--- config.mk ---
export PLATFORM = sky130hd
export DESIGN_NAME = dpad_analog_ramp
export DESIGN_NICKNAME = d
export VERILOG_FILES = /design/src/rtl/dpad_ramp_pkg.sv /design/src/rtl/dpad_ramp_channel.sv /design/src/rtl/dpad_analog_ramp.sv
export SDC_FILE = /design/constraint.sdc
export NUM_CORES = 1
export LEC_CHECK = 0
export CORE_AREA = 2 2 101 103
export CTS_CLUSTER_SIZE = 10
export DETAILED_ROUTE_END_ITERATION = 7
export DIE_AREA = 0 0 103 105
export HOLD_SLACK_MARGIN = 0.05
export PLACE_DENSITY = 0.73
export RECOVER_POWER = 100
export SYNTH_ARGS = -nofsm -noshare
export SYNTH_HDL_FRONTEND = slang
export SYNTH_SLANG_ARGS = --single-unit
--- constraint.sdc ---
create_clock -name clk_sys -period 8.9 [get_ports clk_sys]
set_clock_uncertainty 0.15 [all_clocks]
set_input_delay 1.78 -clock clk_sys [delete_from_list [all_inputs] [get_ports clk_sys]]
set_output_delay 1.78 -clock clk_sys [all_outputs]
set_load 0.03 [all_outputs]
--- src/rtl/dpad_ramp_pkg.sv ---
// Shared mode encoding and saturating arithmetic for the d-pad analog ramp emulator.
// Arithmetic helpers run at SAT_W bits so any WIDTH below that saturates without wrapping.
package dpad_ramp_pkg;

   typedef logic [1:0] mode_t;

   localparam mode_t MODE_PASS   = 2'b00;
   localparam mode_t MODE_HOLD   = 2'b01;
   localparam mode_t MODE_SPRING = 2'b10;

   localparam int unsigned SAT_W = 32;

   // Add or subtract a step, clamping the result to [lo, hi]; the extra MSB catches carry/borrow.
   function automatic logic [SAT_W-1:0] sat_step(input logic [SAT_W-1:0] val,
                                                 input logic [SAT_W-1:0] step,
                                                 input logic             sub,
                                                 input logic [SAT_W-1:0] lo,
                                                 input logic [SAT_W-1:0] hi);
      logic [SAT_W:0] r;
      if (sub) begin
         r = {1'b0, val} - {1'b0, step};
         if (r[SAT_W] || (r[SAT_W-1:0] < lo)) return lo;
      end else begin
         r = {1'b0, val} + {1'b0, step};
         if (r[SAT_W] || (r[SAT_W-1:0] > hi)) return hi;
      end
      return r[SAT_W-1:0];
   endfunction

   function automatic logic [SAT_W-1:0] sat_clamp(input logic [SAT_W-1:0] v,
                                                  input logic [SAT_W-1:0] lo,
                                                  input logic [SAT_W-1:0] hi);
      if (v < lo) return lo;
      if (v > hi) return hi;
      return v;
   endfunction

endpackage

--- src/rtl/dpad_ramp_channel.sv ---
// One control channel: stick conversion, button ramp register, hold-acceleration counter
// and end-stop flags.
module dpad_ramp_channel
   import dpad_ramp_pkg::*;
#(
   parameter int unsigned WIDTH       = 8,
   parameter int unsigned MIN_VAL     = 0,
   parameter int unsigned MAX_VAL     = 254,
   parameter int unsigned REST_VAL    = 0,
   parameter int unsigned STEP        = 1,
   parameter int unsigned ACCEL_TICKS = 64,
   parameter int unsigned ACCEL_STEP  = 4
) (
   input  logic             clk_sys,
   input  logic             RESET_L,
   input  logic             tick,
   input  logic             inc,
   input  logic             dec,
   input  logic             invert,
   input  logic             clear,
   input  logic [WIDTH-1:0] analog_in,
   input  mode_t            mode,
   output logic [WIDTH-1:0] value_out,
   output logic             at_min,
   output logic             at_max
);

   localparam int unsigned HW = (ACCEL_TICKS > 0) ? $clog2(ACCEL_TICKS + 1) : 1;
   localparam logic [HW-1:0] HMAX = HW'(ACCEL_TICKS);

   localparam logic [SAT_W-1:0] HALF    = SAT_W'(1) << (WIDTH - 1);
   localparam logic [SAT_W-1:0] MIN_W   = SAT_W'(MIN_VAL);
   localparam logic [SAT_W-1:0] MAX_W   = SAT_W'(MAX_VAL);
   localparam logic [SAT_W-1:0] REST_W  = SAT_W'(REST_VAL);
   localparam logic [SAT_W-1:0] STEP_W  = SAT_W'(STEP);
   localparam logic [SAT_W-1:0] ACCEL_W = SAT_W'(ACCEL_STEP);

   localparam logic [WIDTH-1:0] MIN_N  = WIDTH'(MIN_VAL);
   localparam logic [WIDTH-1:0] MAX_N  = WIDTH'(MAX_VAL);
   localparam logic [WIDTH-1:0] REST_N = WIDTH'(REST_VAL);

   logic [WIDTH-1:0] val_q, val_d;
   logic [HW-1:0]    hcnt_q, hcnt_d;
   logic             dir_q, dir_d;

   logic [SAT_W-1:0] s_ext, u_raw, val_w, step_w;
   logic             single, same_run, accel;

   // Signed stick to offset-binary; result is always non-negative so wide modular math is exact.
   assign s_ext = SAT_W'($signed(analog_in));
   assign u_raw = invert ? (HALF - SAT_W'(1) - s_ext) : (s_ext + HALF);

   assign val_w    = SAT_W'(val_q);
   assign single   = inc ^ dec;
   assign same_run = (hcnt_q != '0) && (dir_q == inc);
   assign accel    = (ACCEL_TICKS != 0) && single && same_run && (hcnt_q == HMAX);
   assign step_w   = accel ? ACCEL_W : STEP_W;

   always_comb begin
      val_d  = val_q;
      hcnt_d = hcnt_q;
      dir_d  = dir_q;
      if (clear) begin
         val_d  = REST_N;
         hcnt_d = '0;
      end else if (mode == MODE_PASS) begin
         val_d  = WIDTH'(sat_clamp(u_raw, MIN_W, MAX_W));
         hcnt_d = '0;
      end else if (tick) begin
         if (single) begin
            val_d = WIDTH'(sat_step(val_w, step_w, dec, MIN_W, MAX_W));
            dir_d = inc;
            // A new direction restarts the run, counting this tick as its first.
            if (ACCEL_TICKS == 0)   hcnt_d = '0;
            else if (!same_run)     hcnt_d = HW'(1);
            else if (hcnt_q != HMAX) hcnt_d = hcnt_q + HW'(1);
         end else begin
            hcnt_d = '0;
            if ((mode == MODE_SPRING) && !inc && !dec) begin
               val_d = WIDTH'(sat_step(val_w, STEP_W, val_w > REST_W, REST_W, REST_W));
            end
         end
      end
   end

   always_ff @(posedge clk_sys or negedge RESET_L) begin
      if (!RESET_L) begin
         val_q  <= REST_N;
         hcnt_q <= '0;
         dir_q  <= 1'b0;
      end else begin
         val_q  <= val_d;
         hcnt_q <= hcnt_d;
         dir_q  <= dir_d;
      end
   end

   assign value_out = val_q;
   assign at_min    = (val_q == MIN_N);
   assign at_max    = (val_q == MAX_N);

endmodule

--- src/rtl/dpad_analog_ramp.sv ---
// Multi-channel d-pad/stick to analog control emulator: shared ramp prescaler plus one
// dpad_ramp_channel per channel.
module dpad_analog_ramp
   import dpad_ramp_pkg::*;
#(
   parameter int unsigned CHANNELS    = 2,
   parameter int unsigned WIDTH       = 8,
   parameter int unsigned TICK_DIV    = 196850,
   parameter int unsigned MIN_VAL     = 0,
   parameter int unsigned MAX_VAL     = 254,
   parameter int unsigned REST_VAL    = 0,
   parameter int unsigned STEP        = 1,
   parameter int unsigned ACCEL_TICKS = 64,
   parameter int unsigned ACCEL_STEP  = 4
) (
   input  logic                      clk_sys,
   input  logic                      RESET_L,
   input  logic [CHANNELS-1:0]       inc,
   input  logic [CHANNELS-1:0]       dec,
   input  logic [CHANNELS*WIDTH-1:0] analog_in,
   input  logic [CHANNELS-1:0]       invert,
   input  logic [2*CHANNELS-1:0]     mode,
   input  logic                      clear,
   output logic [CHANNELS*WIDTH-1:0] value_out,
   output logic [CHANNELS-1:0]       at_min,
   output logic [CHANNELS-1:0]       at_max,
   output logic                      tick_out
);

   localparam int unsigned CW = (TICK_DIV > 1) ? $clog2(TICK_DIV) : 1;
   localparam logic [CW-1:0] LAST = CW'(TICK_DIV - 1);

   logic [CW-1:0] cnt_q;
   logic          tick, tick_q;

   // With TICK_DIV == 1 the counter sits at zero and every cycle is a tick.
   assign tick = (cnt_q == LAST);

   always_ff @(posedge clk_sys or negedge RESET_L) begin
      if (!RESET_L) begin
         cnt_q  <= '0;
         tick_q <= 1'b0;
      end else begin
         cnt_q  <= tick ? '0 : cnt_q + CW'(1);
         tick_q <= tick;
      end
   end

   assign tick_out = tick_q;

   for (genvar n = 0; n < CHANNELS; n++) begin : g_ch
      dpad_ramp_channel #(
         .WIDTH       (WIDTH),
         .MIN_VAL     (MIN_VAL),
         .MAX_VAL     (MAX_VAL),
         .REST_VAL    (REST_VAL),
         .STEP        (STEP),
         .ACCEL_TICKS (ACCEL_TICKS),
         .ACCEL_STEP  (ACCEL_STEP)
      ) u_ch (
         .clk_sys   (clk_sys),
         .RESET_L   (RESET_L),
         .tick      (tick),
         .inc       (inc[n]),
         .dec       (dec[n]),
         .invert    (invert[n]),
         .clear     (clear),
         .analog_in (analog_in[n*WIDTH +: WIDTH]),
         .mode      (mode[2*n +: 2]),
         .value_out (value_out[n*WIDTH +: WIDTH]),
         .at_min    (at_min[n]),
         .at_max    (at_max[n])
      );
   end

endmodule
==> results.cfg <==
[setup_path]
critPathCaptureType = flop
worst-path-buf-inv = 1
crit_slowest_cell = dlygate4sd3_1
crit_chain = dlygate4sd3_1 > xor2_1 > and2_0 > nand4_1 > ha_1 > ha_1 > nor2b_1 > o21ba_1 > a41o_1 > and2_0 > o311ai_0 > a21oi_1
path_max_fanout = 12
critical_path_class = primary input to flop
reg2reg_from = g_ch[1].u_ch.hcnt_q[2]
worstPathRequired_ns = 8.94
startpoint = dec[0]
crit_path_start_kind = primary input
crit_arrival_ns = 5.48
max_stage_delay_ns = 0.90
critPathTopFamily = compound AO/OA/AOI/OAI gates

[clock_tree]
cts_resized = 0
postCtsSetupBuffers = 0
cts_tree = built
root_buffer = clkbuf_8
clock_latency_ns = 0.31
cts_hold_buf = 0
cts_buffers = 5
htreeDepth = 2
cts_sinks = 51
clk_pin_slew_ns = 0.11
clockBufferDepth = 2

[logic_synthesis]
avgSynthCellArea_sq_um = 8.04
netlist_top_cells_area = dfrtp_1 28%, ha_1 7.6%, xnor2_1 5.3%, a21oi_1 4.4%, nor2_1 4.2%
yosysTopAreaCellShare_pct = 27.8
yosysTopAreaCell = dfrtp_1
synth_top_cells_by_count = 51 x dfrtp_1, 51 x nor2_1, 42 x nand2_1
ys.flop_type = dfrtp_1
ys_seq_area_share_pct = 27.8
synthCells = 571
syn_nets = 628
synth_seq_cells = 51
synth_area_sq_um = 4590
yosysWarnings = 0
async_reset_ff_share_pct = 100
synthDistinctLibCells = 71
synth_edf_count = 0

[floorplan]
ios = 50
coreArea_sq_um = 9640
dieArea_sq_um = 10800
die_width_um = 103
rows = 36
initial_core_util_pct = 47.6
die_h_um = 105

[power_and_ir_drop]
worst_ir_drop_vdd_uv = 72.3
powerDensity_nw_per_um2 = 138
p_leak_nw = 2.16

[final_layout]
diodes = 0
drive_gt1_share_pct = 4.67
n_fill_cell = 920
nets = 655
area_growth_syn_to_layout_pct = 13.6
multi_input_area_sq_um = 3120
ff_latch_area_sq_um = 1280

[timing]
max_freq_ghz = 0.184
min_period_ns = 5.43
setup_ws_ns = 3.47
setup_tns_ns = 0
finalHoldViolations = 0
maxSlewHeadroom_pct = -85.8
maxSlewViolCount = 52
period_share_pct = 61.0
rsz0062_at_grt = false
setup-violations-final = 0
tightestPinTransition_ns = 2.79

[hold_path]
hold_class = flop to flop
hp-start = cnt_q[13]

[route]
detail_route.vias_per_cell = 6.07
dr.pass1.iters = 4
drcViolationCount = 0
first_iter_violations = 263
wl_per_cell_um = 16.0
dr_total_vias = 4446
routed_wirelength_um = 11700
final_antenna_net_count = 0

[global_routing]
grt_use_total_pct = 21.8
grt_max_degree = 52
grt_pass1_wl_um = 19400
antenna_found_initial = 0
grt.overflow.total = 0
grt_pass1_vias = 4177

[run]
drv_cap = 1

[place]
place.gp.congestion = 0.973
place_ws_ns = 3.30
port_buffers = 49
place_hpwl_um = 8680

[run_status]
outcome = finished with violations
violations = max-capacitance violations, max-slew violations
==> sequential cells by signal, summed over array words and instances (netlist names) <==
register             count
cnt_q                   18
g_ch.u_ch.value_out     16
g_ch.u_ch.hcnt_q        14
g_ch.u_ch.dir_q          2
tick_out                 1
==> metrics by stage <==
stage          utilization [%]  cells  area, sq um  total power [mW]  hold slack [ns]
3_5_place_dp              53.2    724         5130             0.582            0.335
4_1_cts                   54.2    732         5230             0.730            0.355
6_report                  54.1    732         5220             0.722            0.353
3_3_place_gp              53.2    724         5130             0.579            0.319
5_1_grt                   54.1    732         5220             0.771            0.380
2_1_floorplan                -    571         4590             0.492            0.295
==> where the power goes <==
part | switching, mW | leakage (nW) | internal [mW]
sequential | 0.0381 | 0.688 | 0.241
combinational | 0.167 | 1.43 | 0.129
clock | 0.0881 | 0.0467 | 0.0585
total | 0.293 | 2.16 | 0.429
==> path summary, 6_finish.rpt <==
kind / to / slack [ns] / cells past startpoint
setup / recovery: g_ch[0].u_ch.value_out[7] / 3.47 / 12
hold / removal: cnt_q[13] / 0.35 / 1
setup reg to reg: g_ch[1].u_ch.value_out[0] / 5.44 / 9
hold reg to reg: cnt_q[13] / 0.35 / 1
max in group asynchronous: g_ch[0].u_ch.hcnt_q[0] / 4.73 / 2
min in group asynchronous: cnt_q[17] / 2.30 / 2
==> cell families after synthesis <==
logic type,after synthesis,synth area share [%]
AO/OA/AOI/OAI,160,23.2
AND/OR/NAND/NOR,228,26.3
buffers and inverters,49,4.33
adder cells (fa/ha/maj),28,7.63
XOR/XNOR,48,9.16
flip-flops,51,27.8
multiplexers,7,1.63
==> worst reg2reg max path: cells and delay by family (launching register included) <==
| family | cells | cell delay [ns] |
|---|---|---|
| adder cells (fa/ha/maj) | 1 | 0.44 |
| flip-flops | 1 | 0.45 |
| AND/OR/NAND/NOR | 4 | 1.65 |
| AO/OA/AOI/OAI | 4 | 0.65 |
==> layout make-up <==
type | instances | area share (%)
Multi-Input combinational cell | 471 | 59.8
Clock inverter | 3 | 0.528
Tap cell | 133 | 3.19
Inverter | 18 | 1.30
Clock buffer | 5 | 1.32
Timing Repair Buffer | 51 | 9.45
Sequential cell | 51 | 24.5
==> metal layers <==
metal | wire length [um] | vias to the layer above | GRT usage (%)
li1 | - | 2141 | -
met1 | 5130 | 2132 | 29.2
met2 | 5640 | 158 | 36.5
met3 | 796 | 15 | 3.88
met4 | 136 | 0 | 4.32
met5 | 0 | - | 0
==> placed cells by master, fill, tap and decap left out, types with 7 or more instances in the layout <==
| cell type | synthesis | layout |
|---|---|---|
| a211oi_1 | 8 | 8 |
| a21oi_1 | 40 | 40 |
| a31oi_1 | 7 | 7 |
| and3_1 | 15 | 15 |
| clkdlybuf4s50_1 | 0 | 24 |
| dfrtp_1 | 51 | 51 |
| dlygate4sd3_1 | 0 | 24 |
| ha_1 | 28 | 28 |
| inv_1 | 18 | 18 |
| nand2_1 | 42 | 42 |
| nand2b_1 | 16 | 16 |
| nand3_1 | 18 | 18 |
| nand3b_1 | 8 | 8 |
| nor2_1 | 51 | 51 |
| nor2b_1 | 8 | 8 |
| nor3_1 | 21 | 21 |
| o21ai_0 | 37 | 37 |
| o31ai_1 | 9 | 9 |
| xnor2_1 | 28 | 28 |
| xor2_1 | 20 | 20 |
(Power assumes the default switching activity.)
